[src/rtl/ledpanel_cmd_pkg.sv]
// Shared constants and types for the LED panel command parser.
package ledpanel_cmd_pkg;
  localparam int PANEL_DIM = 32;
  localparam int COORD_W   = $clog2(PANEL_DIM);

  localparam logic [7:0] OP_NOP    = 8'h00;
  localparam logic [7:0] OP_SET_XY = 8'h01;
  localparam logic [7:0] OP_PIXELS = 8'h02;
  localparam logic [7:0] OP_FILL   = 8'h03;

  typedef enum logic [1:0] {
    ST_IDLE,
    ST_ARGS,
    ST_PIXEL,
    ST_FILL
  } state_t;
endpackage

[src/rtl/ledpanel_cmd_if.sv]
// Byte-stream input and pixel-write output bundle of the panel command parser.
// Handshake: a byte moves on a rising edge where in_valid and in_ready are both
// high; the source holds in_data stable while in_valid is high and not accepted.
interface ledpanel_cmd_if;
  import ledpanel_cmd_pkg::*;

  logic               in_valid;
  logic               in_ready;
  logic [7:0]         in_data;
  logic               busy;
  logic               err;
  logic               wr_enable;
  logic [COORD_W-1:0] wr_addr_x;
  logic [COORD_W-1:0] wr_addr_y;
  logic [23:0]        wr_rgb_data;
  state_t             dbg_state;

  modport master (
    output in_valid, in_data,
    input  in_ready, busy, err, wr_enable, wr_addr_x, wr_addr_y, wr_rgb_data,
    input  dbg_state
  );

  modport slave (
    input  in_valid, in_data,
    output in_ready, busy, err, wr_enable, wr_addr_x, wr_addr_y, wr_rgb_data,
    output dbg_state
  );
endinterface

[src/rtl/ledpanel_cursor.sv]
// Panel write cursor: load from SET_XY, advance after every streamed pixel.
module ledpanel_cursor
  import ledpanel_cmd_pkg::*;
#(
  parameter int AUTO_WRAP = 1
) (
  input  logic               clk,
  input  logic               reset,
  input  logic               load,
  input  logic [COORD_W-1:0] load_x,
  input  logic [COORD_W-1:0] load_y,
  input  logic               inc,
  output logic [COORD_W-1:0] x,
  output logic [COORD_W-1:0] y
);
  localparam logic [COORD_W-1:0] MAX_C = COORD_W'(PANEL_DIM - 1);

  always_ff @(posedge clk or posedge reset) begin
    if (reset) begin
      x <= '0;
      y <= '0;
    end else if (load) begin
      x <= load_x;
      y <= load_y;
    end else if (inc) begin
      x <= x + COORD_W'(1);
      // Row advance only on column wrap; both wrap naturally at the panel edge.
      if (x == MAX_C && AUTO_WRAP != 0) y <= y + COORD_W'(1);
    end
  end
endmodule

[src/rtl/ledpanel_cmd.sv]
// Command parser for a 32x32 LED panel: decodes NOP/SET_XY/PIXELS/FILL byte
// streams into registered frame-buffer pixel writes.
module ledpanel_cmd
  import ledpanel_cmd_pkg::*;
#(
  parameter int AUTO_WRAP = 1
) (
  input  logic           clk,
  input  logic           reset,
  ledpanel_cmd_if.slave  bus
);
  state_t             state, state_n;
  logic [2:0]         arg_idx, arg_idx_n;
  logic [7:0]         opcode, opcode_n;
  logic [8:0]         cnt, cnt_n;
  logic [1:0]         pix_idx, pix_idx_n;
  logic [7:0]         r_q, r_n, g_q, g_n;
  logic [COORD_W-1:0] x0, x0_n, y0, y0_n, wm1, wm1_n, hm1, hm1_n;
  logic [COORD_W-1:0] fi, fi_n, fj, fj_n;
  logic               wr_en_q, wr_en_n, err_q, err_n;
  logic [COORD_W-1:0] wr_x_q, wr_x_n, wr_y_q, wr_y_n;
  logic [23:0]        rgb_q, rgb_n;
  logic               cur_load, cur_inc, xfer;
  logic [COORD_W-1:0] cur_x, cur_y;

  ledpanel_cursor #(.AUTO_WRAP(AUTO_WRAP)) u_cursor (
    .clk    (clk),
    .reset  (reset),
    .load   (cur_load),
    .load_x (x0),
    .load_y (bus.in_data[COORD_W-1:0]),
    .inc    (cur_inc),
    .x      (cur_x),
    .y      (cur_y)
  );

  assign bus.in_ready    = !reset && (state != ST_FILL);
  assign xfer            = bus.in_valid && bus.in_ready;
  assign bus.busy        = (state != ST_IDLE);
  assign bus.err         = err_q;
  assign bus.wr_enable   = wr_en_q;
  assign bus.wr_addr_x   = wr_x_q;
  assign bus.wr_addr_y   = wr_y_q;
  assign bus.wr_rgb_data = rgb_q;
  assign bus.dbg_state   = state;

  always_comb begin
    state_n = state;  arg_idx_n = arg_idx;  opcode_n = opcode;  cnt_n = cnt;
    pix_idx_n = pix_idx;  r_n = r_q;  g_n = g_q;
    x0_n = x0;  y0_n = y0;  wm1_n = wm1;  hm1_n = hm1;  fi_n = fi;  fj_n = fj;
    wr_en_n = 1'b0;  wr_x_n = wr_x_q;  wr_y_n = wr_y_q;  rgb_n = rgb_q;
    err_n = 1'b0;  cur_load = 1'b0;  cur_inc = 1'b0;
    case (state)
      ST_IDLE: if (xfer) begin
        opcode_n  = bus.in_data;
        arg_idx_n = 3'd0;
        case (bus.in_data)
          OP_NOP:                      ;
          OP_SET_XY, OP_PIXELS, OP_FILL: state_n = ST_ARGS;
          default:                     err_n = 1'b1;
        endcase
      end
      ST_ARGS: if (xfer) begin
        arg_idx_n = arg_idx + 3'd1;
        case (opcode)
          OP_SET_XY:
            if (arg_idx == 3'd0) x0_n = bus.in_data[COORD_W-1:0];
            else begin
              cur_load = 1'b1;
              state_n  = ST_IDLE;
            end
          OP_PIXELS: begin
            cnt_n     = (bus.in_data == 8'd0) ? 9'd256 : {1'b0, bus.in_data};
            pix_idx_n = 2'd0;
            state_n   = ST_PIXEL;
          end
          OP_FILL:
            case (arg_idx)
              3'd0: x0_n  = bus.in_data[COORD_W-1:0];
              3'd1: y0_n  = bus.in_data[COORD_W-1:0];
              3'd2: wm1_n = bus.in_data[COORD_W-1:0];
              3'd3: hm1_n = bus.in_data[COORD_W-1:0];
              3'd4: r_n   = bus.in_data;
              3'd5: g_n   = bus.in_data;
              default: begin
                // First fill write is issued directly off the B byte.
                wr_en_n = 1'b1;  wr_x_n = x0;  wr_y_n = y0;
                rgb_n   = {r_q, g_q, bus.in_data};
                fi_n    = '0;    fj_n   = '0;
                state_n = ST_FILL;
              end
            endcase
          default: state_n = ST_IDLE;
        endcase
      end
      ST_PIXEL: if (xfer) begin
        case (pix_idx)
          2'd0: begin r_n = bus.in_data;  pix_idx_n = 2'd1; end
          2'd1: begin g_n = bus.in_data;  pix_idx_n = 2'd2; end
          default: begin
            wr_en_n   = 1'b1;  wr_x_n = cur_x;  wr_y_n = cur_y;
            rgb_n     = {r_q, g_q, bus.in_data};
            cur_inc   = 1'b1;
            pix_idx_n = 2'd0;
            cnt_n     = cnt - 9'd1;
            if (cnt == 9'd1) state_n = ST_IDLE;
          end
        endcase
      end
      ST_FILL:
        if (fi == wm1 && fj == hm1) state_n = ST_IDLE;
        else begin
          wr_en_n = 1'b1;
          if (fi == wm1) begin
            fi_n = '0;  fj_n = fj + COORD_W'(1);
            wr_x_n = x0;  wr_y_n = y0 + fj + COORD_W'(1);
          end else begin
            fi_n = fi + COORD_W'(1);
            wr_x_n = x0 + fi + COORD_W'(1);  wr_y_n = y0 + fj;
          end
        end
      default: state_n = ST_IDLE;
    endcase
  end

  always_ff @(posedge clk or posedge reset) begin
    if (reset) begin
      state <= ST_IDLE;  arg_idx <= '0;  opcode <= '0;  cnt <= '0;  pix_idx <= '0;
      r_q <= '0;  g_q <= '0;  x0 <= '0;  y0 <= '0;  wm1 <= '0;  hm1 <= '0;
      fi <= '0;  fj <= '0;  wr_en_q <= 1'b0;  wr_x_q <= '0;  wr_y_q <= '0;
      rgb_q <= '0;  err_q <= 1'b0;
    end else begin
      state <= state_n;  arg_idx <= arg_idx_n;  opcode <= opcode_n;  cnt <= cnt_n;
      pix_idx <= pix_idx_n;  r_q <= r_n;  g_q <= g_n;  x0 <= x0_n;  y0 <= y0_n;
      wm1 <= wm1_n;  hm1 <= hm1_n;  fi <= fi_n;  fj <= fj_n;  wr_en_q <= wr_en_n;
      wr_x_q <= wr_x_n;  wr_y_q <= wr_y_n;  rgb_q <= rgb_n;  err_q <= err_n;
    end
  end
endmodule

[src/flat_wrapper.sv]
// flat-port wrapper written by rule: the top's interface ports become plain ports
module ledpanel_cmd_flat import ledpanel_cmd_pkg::*;
#(
  parameter int AUTO_WRAP = 1
)
  (clk, reset, bus_in_valid, bus_in_data, bus_in_ready, bus_busy, bus_err, bus_wr_enable, bus_wr_addr_x, bus_wr_addr_y, bus_wr_rgb_data, bus_dbg_state);
  ledpanel_cmd_if bus_i ();
  input  logic clk;
  input  logic reset;
  input wire logic [$bits(bus_i.in_valid)-1:0] bus_in_valid;
  input wire logic [$bits(bus_i.in_data)-1:0] bus_in_data;
  output wire logic [$bits(bus_i.in_ready)-1:0] bus_in_ready;
  output wire logic [$bits(bus_i.busy)-1:0] bus_busy;
  output wire logic [$bits(bus_i.err)-1:0] bus_err;
  output wire logic [$bits(bus_i.wr_enable)-1:0] bus_wr_enable;
  output wire logic [$bits(bus_i.wr_addr_x)-1:0] bus_wr_addr_x;
  output wire logic [$bits(bus_i.wr_addr_y)-1:0] bus_wr_addr_y;
  output wire logic [$bits(bus_i.wr_rgb_data)-1:0] bus_wr_rgb_data;
  output wire logic [$bits(bus_i.dbg_state)-1:0] bus_dbg_state;
  assign bus_i.in_valid = bus_in_valid;
  assign bus_i.in_data = bus_in_data;
  assign bus_in_ready = bus_i.in_ready;
  assign bus_busy = bus_i.busy;
  assign bus_err = bus_i.err;
  assign bus_wr_enable = bus_i.wr_enable;
  assign bus_wr_addr_x = bus_i.wr_addr_x;
  assign bus_wr_addr_y = bus_i.wr_addr_y;
  assign bus_wr_rgb_data = bus_i.wr_rgb_data;
  assign bus_dbg_state = bus_i.dbg_state;
  ledpanel_cmd #(.AUTO_WRAP(AUTO_WRAP)) u_core (.clk(clk), .reset(reset), .bus(bus_i));
endmodule
[config.mk]
export PLATFORM = sky130hd
export DESIGN_NAME = ledpanel_cmd_flat
export DESIGN_NICKNAME = d
export VERILOG_FILES = /design/src/rtl/ledpanel_cmd_pkg.sv /design/src/rtl/ledpanel_cmd_if.sv /design/src/rtl/ledpanel_cursor.sv /design/src/rtl/ledpanel_cmd.sv /design/src/flat_wrapper.sv
export SDC_FILE = /design/constraint.sdc
export NUM_CORES = 1
export LEC_CHECK = 0
export BUFFER_PORTS_ARGS = -buffer_cell sky130_fd_sc_hd__buf_2
export CELL_PAD_IN_SITES_DETAIL_PLACEMENT = 1
export CELL_PAD_IN_SITES_GLOBAL_PLACEMENT = 2
export CORE_MARGIN = 4
export CORE_UTILIZATION = 36
export DETAILED_ROUTE_END_ITERATION = 8
export PLACE_DENSITY_LB_ADDON = 0.1
export SYNTH_ARGS = -nofsm -noshare
export SYNTH_HDL_FRONTEND = slang
export SYNTH_SLANG_ARGS = --single-unit
[constraint.sdc]
create_clock -name clk -period 3.76 [get_ports clk]
set_input_delay 0.564 -clock clk [delete_from_list [all_inputs] [get_ports clk]]
set_output_delay 0.564 -clock clk [all_outputs]
set_load 0.03 [all_outputs]
* After elaboration in Yosys (flattened, before gate mapping)
Index checks and enable logic that the tools add are counted.
Operators by class: reduce and logical (&&, ||, !) cells 36, add/sub/neg operators 10, mux-type cells 88, eq/ne operators 38
Operator list (number):
- 2-to-1 mux 5 bit | 26
- 2-to-1 mux 24 bit | 5
- 2-to-1 mux 8 bit | 10
- one-hot mux 24 bit (2 select lines) | 1
- 2-to-1 mux 9 bit | 5
- equality test 8 x 2 -> 1 bit, second input constant | 4
- one-hot mux 8 bit (2 select lines) | 2
- adder 5 x 1 -> 5 bit, second input constant | 6
- one-hot mux 5 bit (3 select lines) | 2
- 2-to-1 mux 2 bit | 12
- AND reduction 6 bit | 4
- != test 2 x 1 -> 1 bit, second input constant | 11
- one-hot mux 5 bit (2 select lines) | 2
- AND reduction 4 bit | 5
- one-hot mux 9 bit (2 select lines) | 1
- equality test 8 x 1 -> 1 bit, second input constant | 2
- 2-to-1 mux 1 bit | 14
- != test 2 bit, second input constant | 6
- nonzero test 2 bit | 6
- adder 5 bit | 2
- equality test 5 bit | 2
- AND reduction 5 bit | 2
- equality test 9 x 1 -> 1 bit, second input constant | 1
- AND reduction 9 bit | 1
- 28 further kinds | 40
Word-level totals: bits in registers 116, output and inout bits 40

* Depth between registers and ports, before layout
word-level depth 7, gate-level depth with buffers 10, mapped depth without buffers 10

* Hierarchy
From an unflattened synthesis, not the netlist that was laid out.
Unflattened totals: cells, all modules 585, area total of the unflattened synthesis 6209.7 um2
By module, submodules not included:
- ledpanel_cmd | sequential area each 2652.5 um2, times used 1, area an instance 5661.7 um2, cells each 530
- ledpanel_cursor | sequential area each 250.2 um2, times used 1, area an instance 548.0 um2, cells each 55

* Worst setup path after synthesis
OpenSTA, ideal clock, no wires.
path kind reg-to-reg, from register u_core.state[0] (netlist: u_core.bus.dbg_state[0]), to register u_core.fj[0], buffers on the path 2, slack 1.085 ns, stages on the path, launching flop included 9, data required time 3.635 ns, arrival time 2.550 ns, cells stage by stage dfrtp_1 ha_1 buf_2 or3b_1 buf_2 nor4_1 o32ai_1 nor2_1 mux2_2
Between the ends: word-level cells in the longest chain between the ends 5, elaborated cells between the ends (all ways) 13
RTL lines:
- from (decl) | line ledpanel_cmd.sv:12 | state_t state, state_n;
- from (signal assigned) | line ledpanel_cmd.sv:133 | state <= state_n; arg_idx <= arg_idx_n; opcode <= opcode_n; cnt <= cnt_n;
- != test 2 bit | line ledpanel_cmd.sv:37 | assign bus.in_ready = !reset && (state != ST_FILL);
- logical AND 1 bit | line ledpanel_cmd.sv:37
- logical AND 1 bit | line ledpanel_cmd.sv:38 | assign xfer = bus.in_valid && bus.in_ready;
- != test 2 x 1 -> 1 bit (no source line)
- AND reduction 6 bit (no source line)
- to (signal assigned) | line ledpanel_cmd.sv:135 | wm1 <= wm1_n; hm1 <= hm1_n; fi <= fi_n; fj <= fj_n; wr_en_q <= wr_en_n;
- to (decl) | line ledpanel_cmd.sv:19 | logic [COORD_W-1:0] fi, fi_n, fj, fj_n;
Parallel ways exist; a longest one is shown, timed or not. A chain may end at the register's enable or synchronous reset.

* Worst setup path in the final report
from register u_core.state[1] (netlist: u_core.bus.dbg_state[1]), to register u_core.fj[0]
Same word-level chain as after synthesis.

==> results.cfg <==
[run_status]
status = finished clean

[grt]
gr-total-overflow = 0
first_pass_grt_wire_length_mm = 27.62
grt_pass1_vias = 4890
largest_net_degree_at_the_start_of_global_routing = 35
antenna_found_initial = 0
grtUsageTotal_pct = 19.54

[setup_path]
setup.worst_path.class = register to register
worstPathArrival_ps = 3230
end_kind = register
worst_setup_path_start_kind = register
timing.critical_path.fanout_max = 8
worstPathRequired_ps = 4070

[cts]
clock_insertion_delay_worst_skew_ps = 430
clk_path_buf_depth = 2
resized_cells_post_cts = 0
cts_tree = built
clock-root-buffer = sky130_fd_sc_hd__clkbuf_16
cts.repair_timing.setup_buffer_count = 0
numClockSinks = 116
tritoncts.num_buffers = 17
holdBufCountCts = 0
worst_setup_hold_path_clk_slew_ps = 60
cts_htree_levels = 4

[yosys]
synth_xor_area_share_pct = 4.175
synth.net_count = 594
synth_enable_flop_cells = 0
synth.yosys.warnings = 0
synthSimpleGateAreaFrac_pct = 12.57
dominant_combinational_cell_family_by_area_after_synthesis = multiplexers
synth_ff_type = sky130_fd_sc_hd__dfrtp_1
synth_compound_gate_area_share_pct = 11.27
synthMuxAreaShare_pct = 14.95
synth.distinct_cells = 60
synth.yosys.seq_area_share_pct = 47.72
synth-async-reset-ratio_pct = 100.0
synthCells = 556
synth.ff_latch_count = 116
synth.cell_area_sq_um = 6083
post_synth.cell_area_avg_sq_um = 10.94
synth_fa_ha_area_share_pct = 5.800

[power_and_ir_drop]
power.clock.fraction_pct = 31.7
p_int_mw = 3.075
irDropWorstVdd_mv = 0.3515
pwr-share-seq_pct = 37.2
switchingPower_mw = 1.961
total_power_mw = 5.036
power.density_cell_area_nw_per_um2 = 706.9
combPwrFrac_pct = 31.1
total_leakage_power_nw = 3.298
netSwitchingFraction_pct = 38.95

[sta]
tmin_final_ps = 2927
finalClockSkew_ps = 9.740
setup-tns-final_ps = 0
timing.slew.headroom_pct = 42.30
tightestPinTransition_ps = 865.5
grt_setup_unrepaired = false
setup_slack_ps = 832.7
final_min_period_over_clock_period_pct = 77.85
highest_clock_rate_ghz = 0.3416
report.final.slew_viol_count = 0
finalHoldViolations = 0
finalSetupViolCount = 0

[die]
die_w_um = 138.0
io_pins = 51
start_util_pct = 36.68
die_h_um = 138.0
floorplan.core_area_sq_um = 16580
die_area_sq_um = 19040
number_of_rows_created_at_floorplan = 47

[detailed_routing]
remaining_drc_errors = 0
via_per_inst = 5.346
antenna_violating_nets_post_route = 0
total_via_count_after_detailed_routing = 4485
drt-pass1-iter-count = 5
detail_route.wirelength_mm = 17.02
post_drt_wl_per_cell_um = 20.29
detail_route.iter0.violations = 140

[place]
placedInstanceArea_sq_um = 6544
numPlacedInstances = 807
gp_congestion = 0.7907
portBuffers = 50
place_ws_ps = 880.5
dp.final_hpwl_mm = 11.87

[flow_run]
drv.max_cap_violation_count = 0

[final_layout]
share_of_final_layout_standard_cells_stronger_than_drive_strength_1_pct = 29.08
antenna_cells = 0
nets = 644
commonest_cells_after_routing_fill_and_taps_aside = sky130_fd_sc_hd__dfrtp_1, sky130_fd_sc_hd__mux2_2, sky130_fd_sc_hd__buf_2, sky130_fd_sc_hd__nor2_1, sky130_fd_sc_hd__nand2_1
commonest_non_fill_non_tap_cell_in_the_layout = sky130_fd_sc_hd__dfrtp_1
finalInstanceArea_sq_um = 7124
stdcell_count = 839
nFillCells = 1838
area.growth.synth_to_final_pct = 17.11

[worst_hold_path]
min-delay-path-class = input pin to asynchronous set/reset pin
==> per-layer routing <==
metal	global-route usage [%]	share of wire, %	up-vias
met5	0	0	-
li1	-	-	2088
met4	6.422	1.6	0
met3	4.753	3.0	20
met1	24.71	45	2310
met2	32.92	50	67
==> cells in the mapped netlist (all sizes together) (5+ instances only) <==
cell type / count / area [sq um]
buf: 9 / 60.06
o21ai: 26 / 130.1
mux2: 74 / 859.6
nand3: 18 / 95.09
a31oi: 11 / 75.07
mux2i: 5 / 50.05
nor3: 15 / 80.08
nand4: 5 / 31.28
and3: 5 / 31.28
inv: 22 / 82.58
clkbuf: 18 / 67.56
nand2b: 5 / 31.28
ha: 25 / 312.8
a22oi: 7 / 52.55
and2: 6 / 37.54
nor4: 6 / 37.54
xor2: 8 / 70.07
dfrtp: 116 / 2903
nand2: 31 / 116.4
a21oi: 26 / 130.1
nor2: 48 / 180.2
xnor2: 21 / 183.9
==> final timing paths <==
path	from	end	slack, ps	depth (start not counted)
worst max-delay path	u_core.bus.dbg_state[1]$_DFFE_PP0P_	u_core.fj[0]$_DFFE_PP0P_	830	6
worst min-delay path	reset	u_core.cnt[0]$_DFFE_PP0P_	190	2
worst max register to register	u_core.bus.dbg_state[1]$_DFFE_PP0P_	u_core.fj[0]$_DFFE_PP0P_	830	6
worst min register to register	u_core.bus.wr_addr_y[1]$_DFFE_PP0P_	u_core.bus.wr_addr_y[1]$_DFFE_PP0P_	490	1
max in group asynchronous	reset	u_core.u_cursor.y[2]$_DFFE_PP0P_	2780	3
min in group clk	u_core.bus.wr_addr_y[1]$_DFFE_PP0P_	u_core.bus.wr_addr_y[1]$_DFFE_PP0P_	490	1
==> logic make-up after synthesis <==
kind of cell / Yosys count
AND/OR/NAND/NOR: 154
flip-flops: 116
AO/OA/AOI/OAI: 101
multiplexers: 79
buffers and inverters: 50
XOR/XNOR: 29
adder cells (fa/ha/maj): 27
==> metrics by stage <==
stage	utilization, %	hold WS, ps
finish	42.96	193.2
global placement	39.46	478.8
detailed placement	39.46	480.7
global route	42.96	210.6
CTS	42.96	191.4
floorplan	-	461.4
==> registers in the layout (all words and copies together) (netlist names) <==
name,count
u_core.bus.wr_rgb_data,24
u_core.cnt,9
u_core.g_q,8
u_core.opcode,8
u_core.r_q,8
u_core.bus.wr_addr_x,5
u_core.bus.wr_addr_y,5
u_core.fi,5
u_core.fj,5
u_core.hm1,5
u_core.u_cursor.x,5
u_core.u_cursor.y,5
u_core.wm1,5
u_core.x0,5
u_core.y0,5
u_core.arg_idx,3
u_core.bus.dbg_state,2
u_core.pix_idx,2
u_core.bus.err,1
u_core.bus.wr_enable,1
==> worst max-delay path: stages (launching register included) <==
cell and delay (ps):
sky130_fd_sc_hd__dfrtp_1 430, sky130_fd_sc_hd__ha_1 240, sky130_fd_sc_hd__or3b_1 530, sky130_fd_sc_hd__nor4_1 720
sky130_fd_sc_hd__o32ai_1 290, sky130_fd_sc_hd__nor2_1 240, sky130_fd_sc_hd__mux2_2 360
==> layout make-up <==
class / count / area (sq um) / share of cell area, %
repair buffers: 58 / 310.3 / 4.355
well taps: 220 / 275.3 / 3.864
clock inverters: 15 / 155.1 / 2.178
inverters: 23 / 88.84 / 1.247
flip-flops and latches: 116 / 2903 / 40.74
multi-input cells: 390 / 2967 / 41.64
clock buffers: 17 / 425.4 / 5.971
==> power groups by stage <==
stage | Clock (mW) | Combinational, mW | Sequential [mW]
finish | 1.60 | 1.56 | 1.88
CTS | 1.64 | 1.59 | 1.88
floorplan | 0 | 0.883 | 2.09
global route | 1.70 | 1.73 | 1.93
global placement | 0 | 1.55 | 1.88
detailed placement | 0 | 1.58 | 1.90
No activity file was read; power rests on OpenSTA's default activity.
